$ cat src/rtl/uart_console_if.sv
// Console-to-UART bus: byte strobe in, line and status out.
interface uart_console_if;
  logic [8:0] sys_odata;     // [8] write strobe, [7:0] byte
  logic       serial_tx;
  logic       fifo_full;
  logic       busy;
  logic [7:0] overflow_cnt;

  modport master (
    output sys_odata,
    input  serial_tx,
    input  fifo_full,
    input  busy,
    input  overflow_cnt
  );

  modport slave (
    input  sys_odata,
    output serial_tx,
    output fifo_full,
    output busy,
    output overflow_cnt
  );
endinterface

$ cat src/rtl/uart_console_tx.sv
// 8N1 UART transmitter for console output, with a small FIFO to absorb bursts
// (the console cannot be stalled) and a saturating dropped-byte counter.
module uart_console_tx #(
  parameter int unsigned DIVISOR   = 543,
  parameter int unsigned FIFO_LOG2 = 4
) (
  input  logic          clk,
  input  logic          rst,
  uart_console_if.slave con
);

  localparam int unsigned          Depth      = 2 ** FIFO_LOG2;
  localparam logic [FIFO_LOG2:0]   DepthCnt   = Depth[FIFO_LOG2:0];
  localparam logic [FIFO_LOG2:0]   PtrOne     = 1;
  localparam logic [15:0]          BaudReload = 16'(DIVISOR - 1);

  typedef enum logic [1:0] {StIdle, StStart, StData, StStop} state_e;

  state_e               state_q;
  logic [15:0]          baud_q;
  logic [2:0]           bit_cnt_q;
  logic [7:0]           shift_q;
  logic                 tx_q;

  logic [7:0]           mem_q [Depth];
  logic [FIFO_LOG2:0]   wr_ptr_q, rd_ptr_q;
  logic                 fifo_full_q;
  logic [7:0]           ovf_q;

  logic [FIFO_LOG2:0]   occ, occ_next;
  logic                 empty, full, push_req, push, pop;
  logic [7:0]           rd_data;

  // Full/empty come from pre-edge pointers, so a pop never makes room for a
  // push on the same edge.
  assign occ      = wr_ptr_q - rd_ptr_q;
  assign empty    = (occ == '0);
  assign full     = (occ == DepthCnt);
  assign push_req = con.sys_odata[8];
  assign push     = push_req & ~full;
  assign pop      = ~empty & ((state_q == StIdle) | ((state_q == StStop) & (baud_q == '0)));
  assign rd_data  = mem_q[rd_ptr_q[FIFO_LOG2-1:0]];

  // Post-edge occupancy, used to register fifo_full.
  always_comb begin
    occ_next = occ;
    if (push && !pop) begin
      occ_next = occ + PtrOne;
    end else if (pop && !push) begin
      occ_next = occ - PtrOne;
    end
  end

  // FIFO storage; contents need no reset since pointers gate every read.
  always_ff @(posedge clk) begin
    if (push) begin
      mem_q[wr_ptr_q[FIFO_LOG2-1:0]] <= con.sys_odata[7:0];
    end
  end

  // FIFO pointers, registered full flag and saturating drop counter.
  always_ff @(posedge clk or posedge rst) begin
    if (rst) begin
      wr_ptr_q    <= '0;
      rd_ptr_q    <= '0;
      fifo_full_q <= 1'b0;
      ovf_q       <= '0;
    end else begin
      if (push) wr_ptr_q <= wr_ptr_q + PtrOne;
      if (pop)  rd_ptr_q <= rd_ptr_q + PtrOne;
      fifo_full_q <= (occ_next == DepthCnt);
      if (push_req && full && (ovf_q != 8'hFF)) begin
        ovf_q <= ovf_q + 8'd1;
      end
    end
  end

  // Framing FSM; serial_tx is set together with each state change so the
  // line comes straight from a flop.
  always_ff @(posedge clk or posedge rst) begin
    if (rst) begin
      state_q   <= StIdle;
      baud_q    <= '0;
      bit_cnt_q <= '0;
      shift_q   <= '0;
      tx_q      <= 1'b1;
    end else begin
      unique case (state_q)
        StIdle: begin
          tx_q <= 1'b1;
          if (pop) begin
            shift_q <= rd_data;
            baud_q  <= BaudReload;
            tx_q    <= 1'b0;
            state_q <= StStart;
          end
        end
        StStart: begin
          if (baud_q == '0) begin
            baud_q    <= BaudReload;
            bit_cnt_q <= '0;
            tx_q      <= shift_q[0];
            state_q   <= StData;
          end else begin
            baud_q <= baud_q - 16'd1;
          end
        end
        StData: begin
          if (baud_q == '0) begin
            baud_q <= BaudReload;
            if (bit_cnt_q == 3'd7) begin
              tx_q    <= 1'b1;
              state_q <= StStop;
            end else begin
              bit_cnt_q <= bit_cnt_q + 3'd1;
              tx_q      <= shift_q[1];
              shift_q   <= {1'b0, shift_q[7:1]};
            end
          end else begin
            baud_q <= baud_q - 16'd1;
          end
        end
        StStop: begin
          if (baud_q == '0) begin
            if (pop) begin
              // Back-to-back frame: no idle gap after the stop bit.
              shift_q <= rd_data;
              baud_q  <= BaudReload;
              tx_q    <= 1'b0;
              state_q <= StStart;
            end else begin
              tx_q    <= 1'b1;
              state_q <= StIdle;
            end
          end else begin
            baud_q <= baud_q - 16'd1;
          end
        end
        default: begin
          tx_q    <= 1'b1;
          state_q <= StIdle;
        end
      endcase
    end
  end

  assign con.serial_tx    = tx_q;
  assign con.fifo_full    = fifo_full_q;
  assign con.busy         = (state_q != StIdle) | ~empty;
  assign con.overflow_cnt = ovf_q;

endmodule

$ cat src/flat_wrapper.sv
// flat-port wrapper written by rule: the top's interface ports become plain ports
module uart_console_tx_flat 
#(
  parameter int unsigned DIVISOR   = 543,
  parameter int unsigned FIFO_LOG2 = 4
)
  (clk, rst, con_sys_odata, con_serial_tx, con_fifo_full, con_busy, con_overflow_cnt);
  uart_console_if con_i ();
  input  logic clk;
  input  logic rst;
  input wire logic [$bits(con_i.sys_odata)-1:0] con_sys_odata;
  output wire logic [$bits(con_i.serial_tx)-1:0] con_serial_tx;
  output wire logic [$bits(con_i.fifo_full)-1:0] con_fifo_full;
  output wire logic [$bits(con_i.busy)-1:0] con_busy;
  output wire logic [$bits(con_i.overflow_cnt)-1:0] con_overflow_cnt;
  assign con_i.sys_odata = con_sys_odata;
  assign con_serial_tx = con_i.serial_tx;
  assign con_fifo_full = con_i.fifo_full;
  assign con_busy = con_i.busy;
  assign con_overflow_cnt = con_i.overflow_cnt;
  uart_console_tx #(.DIVISOR(DIVISOR), .FIFO_LOG2(FIFO_LOG2)) u_core (.clk(clk), .rst(rst), .con(con_i));
endmodule
$ cat config.mk
export PLATFORM = sky130hd
export DESIGN_NAME = uart_console_tx_flat
export DESIGN_NICKNAME = d
export VERILOG_FILES = /design/src/rtl/uart_console_if.sv /design/src/rtl/uart_console_tx.sv /design/src/flat_wrapper.sv
export SDC_FILE = /design/constraint.sdc
export NUM_CORES = 1
export LEC_CHECK = 0
export CORE_UTILIZATION = 45
export CTS_BUF_LIST = sky130_fd_sc_hd__clkbuf_8
export CTS_CLUSTER_DIAMETER = 100
export DETAILED_ROUTE_END_ITERATION = 10
export GPL_TIMING_DRIVEN = 0
export PLACE_DENSITY_LB_ADDON = 0.08
export SLEW_MARGIN = 20
export SYNTH_ARGS = -nofsm -noshare
export SYNTH_HDL_FRONTEND = slang
export SYNTH_SLANG_ARGS = --single-unit
$ cat constraint.sdc
create_clock -name clk -period 5.1 [get_ports clk]
set_input_delay 1.53 -clock clk [delete_from_list [all_inputs] [get_ports clk]]
set_output_delay 1.53 -clock clk [all_outputs]
set_load 0.1 [all_outputs]
Word-level counts from Yosys, hierarchy flattened
Memories as Yosys holds them, arrays and structs flattened.
Index checks and enable logic that the tools add are counted.
- bitwise operators: 7
- multiplexer cells: 30
- add/sub/neg operators: 8
- reductions and logical operators: 17
- eq/ne operators: 13
- operators with widths (kind ; number):
    16-bit two-way mux ; 3
    16-bit one-hot mux with 3 select lines ; 1
    8-bit two-way mux ; 4
    8-bit one-hot mux with 3 select lines ; 1
    16-bit logical NOT ; 1
    16-bit by 1-bit subtractor with 16-bit output (second input constant) ; 1
    5-bit by 1-bit adder with 5-bit output (second input constant) ; 3
    5-bit equality test (second input constant) ; 2
    2-bit two-way mux ; 5
    5-bit two-way mux ; 2
    3-bit two-way mux ; 3
    8-bit by 1-bit adder with 8-bit output (second input constant) ; 1
    1-bit two-way mux ; 8
    2-bit by 1-bit != test with 1-bit output (second input constant) ; 4
    8-bit != test (second input constant) ; 1
    2-bit one-hot mux with 4 select lines ; 1
    4-bit AND reduction ; 2
    3-bit one-hot mux with 2 select lines ; 1
    5-bit logical NOT ; 1
    5-bit AND reduction ; 1
    5-bit by 1-bit subtractor with 5-bit output (second input constant) ; 1
    5-bit subtractor ; 1
    2-bit equality test (second input constant) ; 2
    1-bit logical AND ; 4
    14 further kinds ; 21
- logic and storage cells: 85
- bits of input ports: 11
- flip-flop bits (word level): 49
- memory bits (writable): 128
- memories: 1
- output and inout bits: 11
- memories (name ; words ; bits a word ; read ports ; clocked after memory_dff ; write ports ; line ; source):
    u_core.mem_q ; 16 ; 8 ; 1 ; 0 ; 1 ; uart_console_tx.sv:25 ; logic [7:0] mem_q [Depth];

Depth between registers and ports, before layout
Gate-level depths: netlist of the first run.
- depth after elaboration: 9
- mapped depth: 13

Worst setup path before layout of the first run
No wires, ideal clock.
- path type: register to output
- from: register u_core.rd_ptr_q[1]
- to: output con_busy
- stages on the path, launching flop included: 10
- data arrival time: 3127 ps
- path slack: 443 ps
- required time: 3570 ps
- path through: dfrtp_1 > clkbuf_1 > buf_1 > inv_2 > ha_1 > nand3b_1 > a21boi_0 > o211a_1 > buf_4 > nand3_1
- word-level cells in the longest chain between the ends: 4
- ends and longest elaborated chain (item ; line ; source):
    start, declared ; uart_console_tx.sv:26 ; logic [FIFO_LOG2:0] wr_ptr_q, rd_ptr_q;
    start signal, assigned ; uart_console_tx.sv:70 ; if (pop) rd_ptr_q <= rd_ptr_q + PtrOne;
    5-bit subtractor ; uart_console_tx.sv:36 ; assign occ = wr_ptr_q - rd_ptr_q;
    5-bit logical NOT ; uart_console_tx.sv:37 ; assign empty = (occ == '0);
    1-bit inverter ; uart_console_tx.sv:149 ; assign con.busy = (state_q != StIdle) | ~empty;
    1-bit bitwise OR ; uart_console_tx.sv:149 ;
    end, declared ; flat_wrapper.sv:14 ; output wire logic [$bits(con_i.busy)-1:0] con_busy;
Every way passes these cells.

Worst setup path after layout of the first run
Same ends and word-level chain as after synthesis.

==> impl_metrics.ini, run 1 <==
[power]
powerDensity_nw_per_um2 = 618
vdd_drop_max_v = 0.000309
total_leakage_power_nw = 3.21

[layout]
layout.nets = 608
layout-drive-gt1-share = 0.179
synthToLayoutAreaGrowth_pct = 11.6
fin_util = 0.513
final_area_um2 = 8880
diodes = 0

[global_route]
grt_max_degree = 27
overflow = 0
grt_first_pass_wirelength_mm = 26.5
grt_antenna_before_repair = 0
grt_usage = 0.199
grt_pass1_vias = 4672

[drt]
routed_wl_mm = 16.4
viasPerCell = 5.60
first_pass_iters = 4
vias = 4552
first_iter_violations = 379
ant_nets = 0
route.detailed.drc = 0
routed_wire_length_per_instance_um = 20.2

[logic_synthesis]
synth-edff-count = 128
ys_seq_area_frac = 0.637
synth_cell_types = 57
syn-num-nets = 569
synth_top_flop_cell = edfxtp_1
synthTopCellsByArea = edfxtp_1 48%, dfrtp_1 15%, mux4_2 9.1%, ha_1 3.3%, xnor2_1 1.8%
synth_area_um2 = 7960
synth_seq_cells = 177
synth_common_cells = 128 x edfxtp_1, 48 x dfrtp_1, 32 x mux4_2
synth_cells = 536
synth_largest_area_cell = edfxtp_1
yosys_warnings = 0
yosys.cell_count.top_type = edfxtp_1
synthArstFlopShare = 0.277
synth_area_per_cell_um2 = 14.8
synth_top_area_frac = 0.483

[outcome]
outcome = finished, final reports clean

[worst_hold_path]
hold_start = u_core.rd_ptr_q[4]$_DFFE_PP0P_
min_path_type = flop to flop
whs_endpoint = u_core.rd_ptr_q[4]$_DFFE_PP0P_
hold_path_depth = 1

[worst_setup_path]
cpLargestDelayFamily = buffers and inverters
cp-startpoint = u_core.rd_ptr_q[1]$_DFFE_PP0P_
reg2regPathDepth = 12
r2r_start = u_core.rd_ptr_q[1]$_DFFE_PP0P_
r2r_slack_ns = 0.96
critPathArrivalTime_ns = 3.26
setup.worst_path.start_class = flop
cp.required_ns = 3.57
worstSetupPathType = flop to output port
slowest_delay_ns = 0.44
r2r_end = u_core.mem_q[7][3]$_DFFE_PP_
end_kind = output port
path_cells = clkbuf_2, clkbuf_4, inv_2, ha_1, nand3b_1, and3b_1, clkbuf_1, o211a_1, buf_4, nand3_1, clkbuf_4
slowest_stage = dfrtp_1
crit_top_cell = clkbuf_4
worstPathMaxFanout = 10
crit_buf_inv = 6

[timing]
finalHoldViolations = 0
fin_crit_ns = 4.79
hold-worst-slack_ns = 0.489
setup_viol = 0
skew_ns = 0.0111
finalMaxSlewViolations = 0
rsz0062_at_grt = no
worstMarginPinSlew_ns = 0.964
post-route-period-util = 0.940
relSlewSlack = 0.355
timing.fmax_mhz = 209

[clock_network]
clkTransAtPathRegs_ns = 0.09
clock_sinks = 177
cts_buffers = 17
htreeDepth = 4
post_cts_buffers = 0
cts_tree = built
clock_latency_ns = 0.46
cts_root_buffer = clkbuf_8
clock_path_buffers = 2

[floorplanning]
fp.dieArea_um2 = 18200
die_w_um = 135
rows = 48
core_um2 = 17300
start_util = 0.460
die_h_um = 135
boundaryPins = 22

[run]
maxCapViolations = 0

[placement]
dpl-instance-area_um2 = 8490
gp_congestion = 0.815
dpl.hpwl_mm = 11.2
portBuffers = 21
[placed cells by master (no fill, tap or decap), types with 3 or more instances in the layout]
cell and n:
mux2i_1 11, inv_6 5, a31oi_1 11, nor2_1 28
mux2_2 10, mux4_2 32, and3_1 4, inv_1 22
ha_1 21, and2_1 6, nor3_2 4, buf_4 3
nor3b_1 3, nor4_1 6, nand4_1 8, nand3_1 11
o21ai_0 19, clkbuf_8 17, o22a_1 3, xor2_1 5
nand2b_1 7, clkbuf_1 9, dfrtp_1 47, buf_2 4
edfxtp_1 128, nor3_1 9, o21a_1 3, inv_8 4
a221oi_1 7, nand2_1 28, a211o_1 3, xnor2_1 16
a211oi_1 10, inv_2 3, clkdlybuf4s50_1 20, or2_2 3
a21oi_1 16
[worst register-to-register path, stage by stage, from the launching register on]
cell and delay [ns]:
dfrtp_1 0.44, clkbuf_2 0.35, clkbuf_4 0.32, inv_2 0.17, ha_1 0.33, nand3b_1 0.08
and3b_1 0.17, clkbuf_1 0.15, o211a_1 0.22, buf_4 0.16, a21boi_2 0.39, nand2_1 0.30
nor2_1 0.69
[power by group]
group	internal (W)	switching [W]	leakage, nW	total, W
Combinational	0.00100	0.00153	1.24	0.00254
Sequential	0.00182	0.000184	1.78	0.00200
Clock	0.000404	0.000548	0.198	0.000951
Total	0.00322	0.00226	3.21	0.00549
[metal layers]
layer | global-route usage | vias to the layer above | routed length (um)
met4 | 0.0649 | 0 | 323
met2 | 0.310 | 79 | 7770
met5 | 0 | - | 0
met3 | 0.0413 | 23 | 575
li1 | - | 2148 | -
met1 | 0.280 | 2302 | 7760
[logic make-up after synthesis]
kind of cell    count (synthesis)  share of synthesized area
compound gates                 89                     0.0774
xor+xnor                       23                     0.0253
fa+ha+maj                      22                     0.0355
buf+inv                        45                     0.0233
flops                         177                      0.637
mux                            53                      0.119
simple gates                  127                     0.0826
[per-stage QoR]
| stage | setup WS, ns | setup TNS, ns | std cells | total power [W] |
|---|---|---|---|---|
| final | 0.306 | 0 | 813 | 0.00549 |
| after global routing | 0.0561 | 0 | 813 | 0.00586 |
| after CTS | 0.101 | 0 | 814 | 0.00553 |
| after detailed placement | -0.736 | -0.736 | 783 | 0.00456 |
| after global placement | -0.720 | -1.02 | 782 | 0.00449 |
| after floorplan | 0.443 | 0 | 536 | 0.00389 |
[flip-flops by register name, indices dropped and copies added, names as in the netlist]
register	count
u_core.rd_ptr_q	5
u_core.wr_ptr_q	5
u_core.con.overflow_cnt	8
u_core.baud_q	16
u_core.shift_q	8
u_core.bit_cnt_q	3
u_core.con.serial_tx	1
u_core.state_q	2
u_core.mem_q	128
u_core.con.fifo_full	1
[how the worst max path moves through the flow]
stage,slack (ns),endpoint,cells after the start
2_1_floorplan,0.44,con_busy,9
3_3_place_gp,-0.72,con_busy,10
3_5_place_dp,-0.74,con_busy,10
4_1_cts,0.10,con_busy,11
5_1_grt,0.06,con_busy,11
6_report,0.31,con_busy,11
[layout make-up]
class,count,area (um^2)
Clock buffer,17,234
Fill cell,1455,8420
Sequential cell,177,5070
Inverter,24,90.1
Buffer,19,92.6
Tap cell,225,282
Clock inverter,15,148
Multi-Input combinational cell,314,2740
Timing Repair Buffer,22,228
[what timing repair did]
| item | in CTS | in global routing |
|---|---|---|
| endpoints found under the setup margin | 1 | 1 |
| endpoints found under the hold margin | 0 | 0 |
| gates resized for setup | 11 | 2 |
| hold buffers | 0 | 0 |
No activity file was read; power rests on OpenSTA's default activity.
==> inputs of run 2 (changes only) <==
--- a/config.mk
+++ b/config.mk
@@ -11,7 +11,6 @@
 export DETAILED_ROUTE_END_ITERATION = 10
 export GPL_TIMING_DRIVEN = 0
 export PLACE_DENSITY_LB_ADDON = 0.08
-export SLEW_MARGIN = 20
 export SYNTH_ARGS = -nofsm -noshare
 export SYNTH_HDL_FRONTEND = slang
 export SYNTH_SLANG_ARGS = --single-unit
==> run 2 against run 1 <==
  * Flip-flop and latch count unchanged
  * Sequential power barely moved
  * Sequential share of layout area hardly changed
  * Wire length up 0.71%
  * Worst setup slack better by 0.093 ns
  * Via count rose by 0.20%
  * Combinational power is essentially flat
  * Clock skew grew 0.0040 ns
  * Critical path type unchanged
  * Largest cell class unchanged
==> impl_metrics.ini, run 2 (synthesis results as in run 1) <==
[clock_network]
clock_path_buffers = 2
cts_root_buffer = clkbuf_8
cts_buffers = 17
post_cts_resized = 9
htreeDepth = 4
clkTransAtPathRegs_ns = 0.10
hold_buffers = 0
clock_sinks = 177
post_cts_buffers = 0
cts_tree = built
clock_latency_ns = 0.46

[worst_setup_path]
worstSetupPathType = flop to output port
r2r_start = u_core.rd_ptr_q[2]$_DFFE_PP0P_
r2r_slack_ns = 0.84
reg2regPathDepth = 11
setup.worst_path.start_class = flop
worstPathMaxFanout = 10
r2r_end = u_core.mem_q[1][3]$_DFFE_PP_
end_kind = output port
critPathArrivalTime_ns = 3.17
cp.required_ns = 3.57

[timing]
timing.fmax_mhz = 213
skew_ns = 0.0152
finalMaxSlewViolations = 0
rsz0062_at_grt = no
post-route-period-util = 0.922
finalHoldViolations = 0
relSlewSlack = 0.161
hold-worst-slack_ns = 0.490
fin_crit_ns = 4.70
setup_viol = 0
worstMarginPinSlew_ns = 1.25

[drt]
ant_nets = 0
routed_wl_mm = 16.5
viasPerCell = 5.60
route.detailed.drc = 0
routed_wire_length_per_instance_um = 20.3
vias = 4561
first_pass_iters = 4
first_iter_violations = 283

[global_route]
grtUsageMet2 = 0.310
grt_first_pass_wirelength_mm = 26.3
met1_usage = 0.282
grt_pass1_vias = 4650
grt-busiest-layer = met2
grt_usage = 0.198
grt_antenna_before_repair = 0
overflow = 0
use_met3 = 0.0383
grt_max_degree = 42

[floorplanning]
core_um2 = 17300
die_w_um = 135
fp.dieArea_um2 = 18200
start_util = 0.460
rows = 48
boundaryPins = 22
die_h_um = 135

[layout]
layout_commonest_cell = edfxtp_1
synthToLayoutAreaGrowth_pct = 11.5
nFillCells = 1481
fin_cells = 815
layout-drive-gt1-share = 0.175
largest_reg_flops = 128
layout.nets = 610
layout_common_cells = 128 x edfxtp_1, 47 x dfrtp_1, 32 x mux4_2, 28 x nor2_1, 28 x nand2_1
diodes = 0

[power]
combinationalPowerShare = 0.464
p_int_w = 0.00322
seq_power_share = 0.362
powerDensity_nw_per_um2 = 618
swShare = 0.413
switching_power_w = 0.00227
vdd_drop_max_v = 0.000335
total_leakage_power_nw = 3.21
pwr-share-clk = 0.174

[run]
maxCapViolations = 0

[placement]
dpl.hpwl_mm = 11.2
portBuffers = 21
dp.cells = 783
gp_congestion = 0.815

[worst_hold_path]
whs_endpoint = u_core.con.serial_tx$_DFFE_PP1P_
hold_path_depth = 2
min_path_type = flop to flop
hold_start = u_core.con.serial_tx$_DFFE_PP1P_

[outcome]
outcome = finished, final reports clean
[run 2: critical path, stage by stage, from the launching register on]
cell and delay, ns:
dfrtp_2 0.52, clkbuf_2 0.29, inv_2 0.15, ha_1 0.41, a21oi_1 0.11, and3b_1 0.18
clkbuf_1 0.15, o211a_1 0.22, buf_4 0.16, nand3_1 0.08, buf_2 0.43
[run 2: layer usage]
layer / routed length, um / up-vias / part of all wire
li1: - / 2155 / -
met1: 8000 / 2316 / 0.48
met3: 416 / 15 / 0.025
met2: 7940 / 75 / 0.48
met5: 0 / - / 0
met4: 193 / 0 / 0.012
[run 2: power by group through the flow]
| stage | logic, W | registers, W | clock network, W |
|---|---|---|---|
| 2_1_floorplan | 0.00182 | 0.00207 | 0 |
| 3_3_place_gp | 0.00250 | 0.00199 | 0 |
| 3_5_place_dp | 0.00254 | 0.00200 | 0 |
| 4_1_cts | 0.00255 | 0.00199 | 0.000968 |
| 5_1_grt | 0.00279 | 0.00202 | 0.00102 |
| 6_report | 0.00255 | 0.00199 | 0.000953 |
[run 2: layout make-up]
type	count	area, um^2	area share
Timing Repair Buffer	24	238	0.0268
Clock buffer	17	234	0.0264
Sequential cell	177	5070	0.572
Clock inverter	15	146	0.0165
Inverter	24	90.1	0.0102
Tap cell	225	282	0.0317
Buffer	19	92.6	0.0104
Multi-Input combinational cell	314	2720	0.306
[run 2: how the worst max path moves through the flow]
stage / from / endpoint / slack [ns] / cells after the start
floorplan: u_core.rd_ptr_q[1]$_DFFE_PP0P_ / con_busy / 0.44 / 9
global placement: u_core.rd_ptr_q[1]$_DFFE_PP0P_ / con_busy / -0.72 / 10
detailed placement: u_core.rd_ptr_q[1]$_DFFE_PP0P_ / con_busy / -0.75 / 10
CTS: u_core.rd_ptr_q[1]$_DFFE_PP0P_ / con_busy / 0.03 / 10
global route: u_core.rd_ptr_q[2]$_DFFE_PP0P_ / con_busy / 0.18 / 10
finish: u_core.rd_ptr_q[2]$_DFFE_PP0P_ / con_busy / 0.40 / 10
[run 2: per-stage QoR]
| step | power, W | area, um^2 | TNS [ns] | setup WS [ns] | util |
|---|---|---|---|---|---|
| 2_1_floorplan | 0.00389 | 7960 | 0 | 0.443 | - |
| 3_3_place_gp | 0.00449 | 8450 | -1.02 | -0.720 | 0.488 |
| 3_5_place_dp | 0.00454 | 8470 | -2.65 | -0.752 | 0.490 |
| 4_1_cts | 0.00551 | 8860 | 0 | 0.0303 | 0.512 |
| 5_1_grt | 0.00583 | 8870 | 0 | 0.181 | 0.513 |
| 6_report | 0.00549 | 8870 | 0 | 0.399 | 0.513 |
